File: config.mk
export PLATFORM = sky130hd
export DESIGN_NAME = axis_pkt_gen
export DESIGN_NICKNAME = d
export VERILOG_FILES = /design/src/rtl/axis_pkt_gen.sv
export SDC_FILE = /design/constraint.sdc
export NUM_CORES = 1
export LEC_CHECK = 0
export ABC_AREA = 1
export ABC_CLOCK_PERIOD_IN_PS = 7900
export BUFFER_PORTS_ARGS = -buffer_cell sky130_fd_sc_hd__clkbuf_2
export CORE_MARGIN = 3
export CORE_UTILIZATION = 63
export CTS_BUF_LIST = sky130_fd_sc_hd__clkbuf_8 sky130_fd_sc_hd__clkbuf_16
export DETAILED_ROUTE_END_ITERATION = 8
export PLACE_DENSITY = 0.91
export SYNTH_ARGS = -nofsm -noshare
export SYNTH_HDL_FRONTEND = slang
export SYNTH_SLANG_ARGS = --single-unit
export TNS_END_PERCENT = 10
File: constraint.sdc
create_clock -name aclk -period 7.9 [get_ports aclk]
set_clock_uncertainty 0.2 [all_clocks]
set_input_delay 0.395 -clock aclk [delete_from_list [all_inputs] [get_ports aclk]]
set_output_delay 0.395 -clock aclk [all_outputs]
set_load 0.01 [all_outputs]
File: src/rtl/axis_pkt_gen.sv
// AXI-Stream packet generator: counting payload, tlast/tuser_mty on the final beat,
// optional inter-packet gap, stop/abort control and throughput counters.
module axis_pkt_gen #(
    parameter int C_DATA_WIDTH = 8,
    parameter int C_MTY_WIDTH  = 8,
    parameter int C_LEN_BITS   = 16,
    parameter int C_GAP_BITS   = 8
) (
    input  logic                    aclk,
    input  logic                    areset,
    input  logic                    cfg_start,
    input  logic                    cfg_stop,
    input  logic                    cfg_abort,
    input  logic [C_LEN_BITS-1:0]   cfg_pkt_beats,
    input  logic [C_LEN_BITS-1:0]   cfg_pkt_count,
    input  logic [C_GAP_BITS-1:0]   cfg_gap_cycles,
    input  logic [C_MTY_WIDTH-1:0]  cfg_last_mty,
    output logic                    m_axis_tvalid,
    output logic [C_DATA_WIDTH-1:0] m_axis_tdata,
    output logic                    m_axis_tlast,
    output logic [C_MTY_WIDTH-1:0]  m_axis_tuser_mty,
    input  logic                    m_axis_tready,
    output logic                    drop_incmpt_pkt,
    output logic                    busy,
    output logic [31:0]             pkts_sent,
    output logic [31:0]             beats_sent
);
    typedef enum logic [1:0] {IDLE, SEND, GAP} state_t;

    state_t                  state, state_n;
    logic [C_LEN_BITS-1:0]   len_q, cnt_q, beat, beat_n, run_pkts, run_pkts_n, len_n;
    logic [C_GAP_BITS-1:0]   gap_q, gap_cnt, gap_cnt_n;
    logic [C_MTY_WIDTH-1:0]  mty_q, mty_sel;
    logic [C_DATA_WIDTH-1:0] seq_n;
    logic                    abort_pend, stop_pend;
    logic                    tvalid_n, tlast_n, drop_n;

    wire accept    = m_axis_tvalid && m_axis_tready;
    wire is_last   = (beat == len_q - C_LEN_BITS'(1));
    wire abort_now = abort_pend || cfg_abort;
    wire stop_now  = stop_pend || cfg_stop;
    wire run_done  = (cnt_q != '0) && (run_pkts + C_LEN_BITS'(1) == cnt_q);
    wire pkt_end   = accept && (is_last || abort_now);

    always_ff @(posedge aclk) begin
        if (areset) begin
            state            <= IDLE;
            len_q            <= C_LEN_BITS'(1);
            cnt_q            <= '0;
            gap_q            <= '0;
            mty_q            <= '0;
            beat             <= '0;
            run_pkts         <= '0;
            gap_cnt          <= '0;
            abort_pend       <= 1'b0;
            stop_pend        <= 1'b0;
            m_axis_tvalid    <= 1'b0;
            m_axis_tdata     <= '0;
            m_axis_tlast     <= 1'b0;
            m_axis_tuser_mty <= '0;
            drop_incmpt_pkt  <= 1'b0;
            busy             <= 1'b0;
            pkts_sent        <= '0;
            beats_sent       <= '0;
        end else begin
            state    <= state_n;
            beat     <= beat_n;
            run_pkts <= run_pkts_n;
            gap_cnt  <= gap_cnt_n;
            if (state == IDLE && cfg_start) begin
                len_q <= len_n;
                cnt_q <= cfg_pkt_count;
                gap_q <= cfg_gap_cycles;
                mty_q <= cfg_last_mty;
            end
            // Abort arms only in SEND and is consumed by the next accepted beat.
            if (state != SEND || accept) abort_pend <= 1'b0;
            else if (cfg_abort)          abort_pend <= 1'b1;
            if (state == IDLE || state_n == IDLE) stop_pend <= 1'b0;
            else if (cfg_stop)                    stop_pend <= 1'b1;
            m_axis_tvalid    <= tvalid_n;
            m_axis_tdata     <= seq_n;
            m_axis_tlast     <= tlast_n;
            m_axis_tuser_mty <= tlast_n ? mty_sel : '0;
            drop_incmpt_pkt  <= drop_n;
            busy             <= (state_n != IDLE);
            if (accept)            beats_sent <= beats_sent + 32'd1;
            if (accept && is_last) pkts_sent  <= pkts_sent + 32'd1;
        end
    end

    always_comb begin
        state_n = state;
        case (state)
            IDLE: if (cfg_start) state_n = SEND;
            SEND: if (pkt_end) begin
                if ((is_last && run_done) || stop_now) state_n = IDLE;
                else if (gap_q == '0)                  state_n = SEND;
                else                                   state_n = GAP;
            end
            GAP: begin
                if (stop_now)               state_n = IDLE;
                else if (gap_cnt == gap_q)  state_n = SEND;
            end
            default: state_n = IDLE;
        endcase
    end

    always_comb begin
        beat_n     = beat;
        run_pkts_n = run_pkts;
        gap_cnt_n  = gap_cnt;
        seq_n      = m_axis_tdata;
        drop_n     = 1'b0;
        len_n      = len_q;
        mty_sel    = mty_q;
        case (state)
            IDLE: if (cfg_start) begin
                len_n      = (cfg_pkt_beats == '0) ? C_LEN_BITS'(1) : cfg_pkt_beats;
                mty_sel    = cfg_last_mty;
                beat_n     = '0;
                run_pkts_n = '0;
            end
            SEND: if (accept) begin
                seq_n = m_axis_tdata + C_DATA_WIDTH'(1);
                if (is_last) begin
                    beat_n     = '0;
                    run_pkts_n = run_pkts + C_LEN_BITS'(1);
                end else if (abort_now) begin
                    beat_n = '0;
                    drop_n = 1'b1;
                end else begin
                    beat_n = beat + C_LEN_BITS'(1);
                end
            end
            GAP: gap_cnt_n = gap_cnt + C_GAP_BITS'(1);
            default: ;
        endcase
        if (state == SEND && state_n == GAP) gap_cnt_n = C_GAP_BITS'(1);
        // The drop cycle always shows tvalid=0, even when the next packet follows with no gap.
        tvalid_n = (state_n == SEND) && !drop_n;
        tlast_n  = tvalid_n && (beat_n == len_n - C_LEN_BITS'(1));
    end
endmodule

* After elaboration in Yosys (flattened, before gate mapping)
Index checks and enable logic that the tools add are counted.
** Storage, ports and cells
- Output and inout bits :: 84
- Logic and storage cells :: 97
- Bits in registers :: 176
- Bits of input ports :: 54
** Cells by class
- Mux-type cells :: 27
- Bitwise logic cells :: 1
- Reduce and logical (&&, ||, !) cells :: 30
- Add/sub/neg operators :: 8
- Equality and inequality tests :: 12
** Operator list (count)
- $mux W16 :: 10
- $add A32 B1 Y32 const B :: 2
- $pmux W16 S2 :: 2
- $eq A16 B16 Y1 :: 3
- $add A16 B1 Y16 const B :: 2
- $sub A16 B1 Y16 const B :: 2
- $add A8 B1 Y8 const B :: 2
- $logic_not A16 Y1 :: 1
- $mux W8 :: 2
- $reduce_bool A16 Y1 :: 1
- $mux W2 :: 6
- $logic_and A1 B1 Y1 :: 9
- $eq A8 B8 Y1 :: 1
- $logic_not A8 Y1 :: 1
- $reduce_or A2 Y1 :: 4
- $logic_or A1 B1 Y1 :: 6
- $mux W1 :: 6
- $ne A2 B2 Y1 const B :: 3
- $pmux W2 S3 :: 1
- $reduce_bool A2 Y1 :: 3
- $eq A2 B1 Y1 const B :: 2
- $eq A2 B2 Y1 const B :: 2
- $logic_not A2 Y1 :: 2
- $reduce_and A4 Y1 :: 1
- other kinds (4) :: 4

* Logic depth before layout (Yosys ltp)
Gate-level depths: netlist (run 1).
- Word-level depth :: 13
- Depth in mapped cells :: 23
- Gate-level depth less buffers :: 23

* Least setup slack after synthesis (run 1)
No wires, ideal clock.
- Path type :: reg2reg
- Start point :: reg state[0]
- End point :: reg m_axis_tuser_mty[0]
- Setup time :: 67 ps
- Path slack :: 5067 ps
- Stages on the path, launching flop included :: 18
- Arrival :: 2566 ps
- Data required time :: 7633 ps
- Clock period less this slack :: 2833 ps
- Buffers on the path :: 1
- Cells stage by stage :: dfxtp_1 nor2_2 nand2_4 buf_6 nor2_1 nand2_1 nand2_1 ha_1 inv_1 nor3_4 nand3_2 nor2_1 nand3_1 xor2_1 xor2_1 nor2_1 nand4_4 nor2_2
** On the way
- Cells in the longest elaborated chain, start to end :: 8
- Elaborated cells between the ends (all ways) :: 20
- Those cells by class :: 1 x add/sub; 4 x eq/ne; 9 x mux; 1 x bitwise; 5 x reduce/logical
** RTL lines
- start: declaration :: RTL line 30 : state_t state, state_n;
- start signal: assignment :: RTL line 66 : state <= state_n;
- parallel branches: the longest is 8 deep, another holds $sub A16 B1 Y16
- end signal: assignment :: RTL line 84 : m_axis_tuser_mty <= tlast_n ? mty_sel : '0;
- end: declaration :: RTL line 21 : output logic [C_MTY_WIDTH-1:0] m_axis_tuser_mty,
Parallel ways; which one is timed is not known.
A chain may end at the register's enable or synchronous reset.

* Worst setup path after layout (run 1)
- Start point :: reg state[0]
- End point :: reg m_axis_tuser_mty[4]
The elaborated chain is that of the path after synthesis.

==> impl_metrics.json, run 1 <==
{
  "status": "completed",
  "finalHoldViolations": 0,
  "wirelength_um": 27600,
  "criticalPathCategory": "register to register",
  "whs_ns": 0.0116,
  "first_pass_iters": 6,
  "met2WireLength_um": 12300,
  "preCtsSetupSlack_ns": 3.96,
  "seq_power_share_pct": 44.8,
  "clk_pin_slew_ns": 0.07,
  "cap_violations": 0,
  "cp-end-kind": "register",
  "setup_viol": 0,
  "ir_worst_vdd_v": 0.000165,
  "die_w_um": 133,
  "cts.sinks": 176,
  "io_pins": 138,
  "grt_max_degree": 69,
  "power_switching_w": 0.000645,
  "worst_slew_pin_slew_ns": 0.919,
  "drtIter0Drc": 1029,
  "arrival_ns": 4.39,
  "netlist_instances": 1511,
  "power_density_nw_per_um2": 184,
  "power_frac_comb_pct": 15.4,
  "final_util_pct": 74.4,
  "synth-seq-cells": 176,
  "ant_nets": 0,
  "synth_nets": 1573,
  "htree_levels": 4,
  "fin_crit_ns": 4.22,
  "timing.final.ws_setup_ns": 3.68,
  "antenna_found_initial": 0,
  "synth_top_area_cell": "dfxtp_1",
  "clkLatencyLatePin_ns": 0.44,
  "routed.top_layer": "met4",
  "yosysTopAreaCellShare_pct": 34.8,
  "fin_nets": 1695,
  "drive_gt1_share_pct": 15.5,
  "synthFlopType": "dfxtp_1",
  "cts_tree": "done",
  "cp_slowest_cell": "nor2_1",
  "n_fill_cell": 1194,
  "synth.area.top_cells": "dfxtp_1 (35%), nand2_1 (13%), nor2_1 (7.9%)",
  "gp_congestion": 1.04,
  "grt_overflow": 0,
  "placement.io_buffers": 137,
  "max_freq_mhz": 237,
  "post_cts_resize_count": 0,
  "synth_common_cells": "nand2_1 (345), nor2_1 (212), dfxtp_1 (176), inv_1 (175), a21oi_1 (83)",
  "synth.most_common_cell": "nand2_1",
  "setup_tns_ns": 0,
  "ys_types": 49,
  "diodes": 0,
  "fin_area_um2": 11500,
  "synth_edf_count": 0,
  "start_util_pct": 65.4,
  "clockBufferDepth": 2,
  "hp-class": "input pin to register",
  "vias": 10300,
  "post_cts.repair.setup_buffers": 0,
  "ctsHoldBuffers": 0,
  "switching_share_pct": 30.5,
  "start_kind": "register",
  "fin_crit_sh_pct": 53.4,
  "slew_viol_final": 0,
  "ys_warn_count": 0,
  "path_cells": "inv_1 -> nor2_2 -> inv_1 -> nor2_1 -> inv_1 -> a21oi_1 -> nand4_1 -> nand4_1 -> nand2_1 -> nor2_1 -> nand3_1 -> nor2_2 -> nand4_4 -> nor2_2",
  "worstPathMaxFanout": 19,
  "syn_to_final_growth_pct": 13.7,
  "die_h_um": 133,
  "netlist_area_um2": 10100,
  "internal_power_w": 0.00147,
  "clock_power_share_pct": 39.8,
  "grt_pass1_wl_um": 45300,
  "synth_seq_area_share_pct": 34.8,
  "cpPeakStageDelay_ns": 0.73,
  "max-slew-margin-rel_pct": 38.5,
  "leakage_nw": 5.04,
  "track_usage_pct": 30.9,
  "async_flop_share_pct": 0,
  "fp-row-count": 45,
  "routed_via_density": 5.56,
  "rsz0062_at_grt": "false",
  "avgSynthCellArea_um2": 6.71,
  "numCtsBuffers": 17,
  "dp_hpwl_um": 20100,
  "die-area_um2": 17600,
  "wl_met1_um": 12200,
  "placed_cell_area_um2": 10900,
  "crit_required_ns": 8.06,
  "root_buffer": "clkbuf_16",
  "routedWlPerCell_um": 14.8,
  "grt_pass1_vias": 9456,
  "met3WireLength_um": 2520,
  "core-area_um2": 15500,
  "drc": 0
}
## final timing paths
kind                                   startpoint  cells after the start  slack (ns)                  end
worst max-delay path                     state[0]                     14        3.68  m_axis_tuser_mty[4]
worst min-delay path            cfg_gap_cycles[5]                      3        0.01             gap_q[5]
worst max register to register           state[0]                     14        3.68  m_axis_tuser_mty[4]
worst min register to register           cnt_q[7]                      2        0.29             cnt_q[7]
## state kept, by name (all words and copies together), names as in the netlist, 16 cells and up
register / flops
pkts_sent: 32
beat: 16
run_pkts: 16
beats_sent: 32
cnt_q: 16
len_q: 16
## logic make-up (layout without fill, tap and decap cells)
family | Yosys count | after routing | share of synthesized area [%]
compound gates | 202 | 202 | 10.8
xor+xnor | 77 | 77 | 6.79
fa+ha+maj | 8 | 8 | 0.988
buf+inv | 225 | 360 | 8.64
flops | 176 | 176 | 34.8
mux | 9 | 9 | 0.889
simple gates | 814 | 814 | 37.1
## per-stage QoR
step	total power [W]	std cells
floorplan	0.00120	1511
global placement	0.00128	1825
detailed placement	0.00128	1825
CTS	0.00211	1857
global route	0.00220	1857
finish	0.00212	1857
## cell type report
type                    count  area, um^2  share of cell area, %
repair buffers            142         723                   6.28
well taps                 211         264                   2.29
inverters                 186         698                   6.06
flip-flops and latches    176        3520                   30.6
clock inverters            15         154                   1.34
clock buffers              17         425                   3.69
multi-input cells        1110        5730                   49.8
## cell usage in the layout, fill, tap and decap left out, drive strengths merged, types with 3 or more instances in the layout
| cell | n |
|---|---|
| inv | 191 |
| nor3b | 6 |
| nor2 | 241 |
| nand4 | 43 |
| or2 | 5 |
| clkinv | 7 |
| o211a | 3 |
| nand3 | 80 |
| a211oi | 10 |
| mux2i | 9 |
| dfxtp | 176 |
| xnor2 | 17 |
| a31oi | 6 |
| xor2 | 59 |
| buf | 6 |
| ha | 8 |
| nor3 | 48 |
| o21a | 7 |
| a21oi | 83 |
| clkbuf | 153 |
| nor4 | 16 |
| nand3b | 12 |
| nand2 | 359 |
| o21ai | 88 |
## power by group through the flow
stage / Combinational [W] / Clock, W / Sequential, W
6_report: 0.000327 / 0.000843 / 0.000949
5_1_grt: 0.000363 / 0.000880 / 0.000953
4_1_cts: 0.000321 / 0.000842 / 0.000948
3_5_place_dp: 0.000316 / 0 / 0.000968
3_3_place_gp: 0.000310 / 0 / 0.000967
2_1_floorplan: 0.000242 / 0 / 0.000962
## critical path: cells and delay by family, from the launching register on
family	cells	cell delay (ns)
flip-flops	1	0.46
AO/OA/AOI/OAI	1	0.19
buffers and inverters	3	0.81
AND/OR/NAND/NOR	10	2.47
## layer usage
metal  vias up  track usage, %
met5         -               0
met4         0            7.91
met3        47            8.02
met2       442            48.7
met1      4708            42.3
li1       5133               -
Power figures use the tool's default switching activity.
==> run 2, diff against run 1 <==
==> config.mk (replaced) <==
export PLATFORM = sky130hd
export DESIGN_NAME = axis_pkt_gen
export DESIGN_NICKNAME = d
export VERILOG_FILES = /design/src/rtl/axis_pkt_gen.sv
export SDC_FILE = /design/constraint.sdc
export NUM_CORES = 1
export LEC_CHECK = 0
export ABC_AREA = 0
export ABC_CLOCK_PERIOD_IN_PS = 3850
export BUFFER_PORTS_ARGS = -buffer_cell sky130_fd_sc_hd__clkbuf_2
export CORE_MARGIN = 3
export CORE_UTILIZATION = 53
export CTS_BUF_LIST = sky130_fd_sc_hd__clkbuf_8 sky130_fd_sc_hd__clkbuf_16
export DETAILED_ROUTE_END_ITERATION = 8
export PLACE_DENSITY = 0.83
export SYNTH_ARGS = -nofsm -noshare
export SYNTH_HDL_FRONTEND = slang
export SYNTH_SLANG_ARGS = --single-unit
export TNS_END_PERCENT = 10
==> constraint.sdc (replaced) <==
create_clock -name aclk -period 3.85 [get_ports aclk]
set_clock_uncertainty 0.2 [all_clocks]
set_input_delay 0.1925 -clock aclk [delete_from_list [all_inputs] [get_ports aclk]]
set_output_delay 0.1925 -clock aclk [all_outputs]
set_load 0.01 [all_outputs]
==> impl_metrics.json, run 2 <==
{
  "n_fill_cell": 1386,
  "placed_cell_area_um2": 11200,
  "worst_slew_pin_slew_ns": 1.11,
  "max_freq_mhz": 231,
  "max-slew-margin-rel_pct": 25.8,
  "wirelength_um": 31700,
  "clk_pin_slew_ns": 0.07,
  "start_util_pct": 54.4,
  "dp_hpwl_um": 21600,
  "synth_seq_area_share_pct": 35.7,
  "drc": 0,
  "fp-row-count": 49,
  "yosysTopAreaCellShare_pct": 35.7,
  "wl_met1_um": 12900,
  "muxShareOfSynthArea_pct": 3.59,
  "met3WireLength_um": 2590,
  "placement.io_buffers": 137,
  "leakage_nw": 4.90,
  "multi_input_area_um2": 6200,
  "synth_edf_count": 0,
  "grt_overflow": 0,
  "fin_area_um2": 12500,
  "netlist_instances": 1233,
  "synth_nets": 1295,
  "start_kind": "register",
  "htree_levels": 4,
  "async_flop_share_pct": 0,
  "synth-seq-cells": 176,
  "die_h_um": 142,
  "gp_congestion": 0.980,
  "cts.sinks": 176,
  "first_pass_iters": 5,
  "final_common_cell": "dfxtp_1",
  "routedWlPerCell_um": 18.7,
  "vias": 10100,
  "avgSynthCellArea_um2": 8.00,
  "drive_gt1_share_pct": 22.0,
  "routed.top_layer": "met5",
  "grt_pass1_wl_um": 48700,
  "die_w_um": 142,
  "cap_violations": 0,
  "routed_via_density": 5.99,
  "ir_worst_vdd_v": 0.000448,
  "clkLatencyLatePin_ns": 0.44,
  "fin_crit_sh_pct": 112,
  "fin_crit_ns": 4.33,
  "grt_pass1_vias": 9452,
  "synth.most_common_cell": "dfxtp_1",
  "cp-end-kind": "register",
  "violations": "setup timing",
  "largestRegisters": "beats_sent (32), pkts_sent (32)",
  "syn_to_final_growth_pct": 26.4,
  "setup_viol": 9,
  "track_usage_pct": 29.6,
  "ys_warn_count": 0,
  "drtIter0Drc": 976,
  "diodes": 0,
  "arrival_ns": 4.46,
  "clockBufferDepth": 2,
  "slew_viol_final": 0,
  "numCtsBuffers": 17,
  "synth.area.top_cells": "dfxtp_1 (36%), xnor2_1 (6.6%), nor2_1 (6.0%)",
  "cts_tree": "done",
  "hp-class": "input pin to register",
  "ant_nets": 0,
  "synthFlopType": "dfxtp_1",
  "fin_nets": 1509,
  "status": "finished with violations",
  "synthAdderAreaFrac_pct": 1.01,
  "die-area_um2": 20300,
  "antenna_found_initial": 1,
  "met2WireLength_um": 15000,
  "synth_compound_area_share_pct": 12.7,
  "whs_ns": 0.0200,
  "power_density_nw_per_um2": 484,
  "worstPathMaxFanout": 4,
  "grt_max_degree": 102,
  "root_buffer": "clkbuf_16",
  "synth_common_cells": "dfxtp_1 (176), nor2_1 (159), nand2_1 (145), a21oi_1 (76), xnor2_1 (74)",
  "synthXorXnorAreaFrac_pct": 13.0,
  "synth_top_family_by_area": "simple AND/OR/NAND/NOR gates",
  "io_pins": 138,
  "synth-simple-area-share_pct": 30.0,
  "regArea_um2": 3520,
  "netlist_area_um2": 9870,
  "mostFrequentLayoutCells": "dfxtp_1 (175), nor2_1 (157), nand2_1 (145)",
  "ys_types": 91,
  "crit_required_ns": 3.98,
  "finalHoldViolations": 0,
  "preCtsSetupSlack_ns": -0.437,
  "core-area_um2": 18100,
  "timing.final.ws_setup_ns": -0.481,
  "rsz0062_at_grt": "true",
  "criticalPathCategory": "register to register",
  "synth_top_area_cell": "dfxtp_1"
}
==> run 2: cell count changes after synthesis, moves of 21 or more <==
cell / previous run / this run
inv_1: 175 / 17
nor2_2: 21 / 0
xnor2_1: 17 / 74
nor2_1: 212 / 159
clkbuf_1: 28 / 55
nand2_1: 345 / 145
and3_1: 1 / 26
mux2i_1: 9 / 32
o21ai_0: 71 / 46
==> run 2: kinds of logic (layout without fill, tap and decap cells) <==
family                     Yosys count  in the layout
buffers and inverters               91            317
AOI/OAI and AO/OA                  195            195
and+or+nand+nor                    586            587
muxes                               34             34
xor gates and xnor gates           143            143
DFF                                176            176
adders and majority gates            8              8
==> run 2: through the flow <==
step	total power, W	instances	utilization (%)	TNS (ns)
floorplan	0.00337	1233	-	-3.74
global placement	0.00400	1611	61.6	-2.79
detailed placement	0.00403	1611	61.6	-3.60
CTS	0.00588	1686	67.7	-2.20
global route	0.00628	1689	68.7	-4.57
finish	0.00603	1689	68.7	-3.72
==> run 2: worst max-delay path, cell delays in order (launching register included) <==
cell and delay (ns):
dfxtp_2 0.33, or3b_4 0.44, a211o_4 0.29, and2_4 0.18, inv_4 0.06, ha_4 0.13
or4b_4 0.46, or4_4 0.44, xor2_2 0.18, mux2i_4 0.11, nand3b_1 0.14, o221ai_2 0.12
nor4_2 0.27, and3_4 0.24, nand4_4 0.15, clkbuf_16 0.22, nor4_1 0.26
==> run 2: final timing paths <==
check	from	end	slack, ns	depth (start not counted)
worst max register to register	state[0]	m_axis_tuser_mty[3]	-0.48	16
worst max-delay path	state[0]	m_axis_tuser_mty[3]	-0.48	16
worst min-delay path	areset	run_pkts[8]	0.02	2
worst min register to register	cnt_q[6]	cnt_q[6]	0.28	2
==> run 2: layout make-up <==
| type | instances | share of cell area, % |
|---|---|---|
| inverters | 17 | 0.532 |
| flip-flops and latches | 176 | 28.3 |
| multi-input cells | 967 | 49.7 |
| well taps | 229 | 2.30 |
| clock buffers | 20 | 3.74 |
| repair buffers | 268 | 14.5 |
| clock inverters | 12 | 0.983 |
==> run 2: report_power, final <==
| group | switching [W] | leakage [nW] | internal [W] |
|---|---|---|---|
| combinational | 0.00133 | 3.18 | 0.000905 |
| clock | 0.000790 | 0.291 | 0.000958 |
| sequential | 0.000120 | 1.43 | 0.00193 |
| total | 0.00224 | 4.90 | 0.00379 |
==> run 2: metal layers <==
layer | GRT usage [%] | up-vias
li1 | - | 4756
met1 | 39.2 | 4779
met2 | 48.6 | 485
met3 | 5.88 | 88
met4 | 9.75 | 2
met5 | 0 | -
==> run 2: what timing repair did <==
action                                  4_1_cts  5_1_grt
hold buffers                                 42        0
setup buffers                                 0        2
gates resized for setup                      15       28
pin swaps                                     5       10
endpoints found under the hold margin        50        0
cloned                                        1        1
endpoints found under the setup margin        9       22
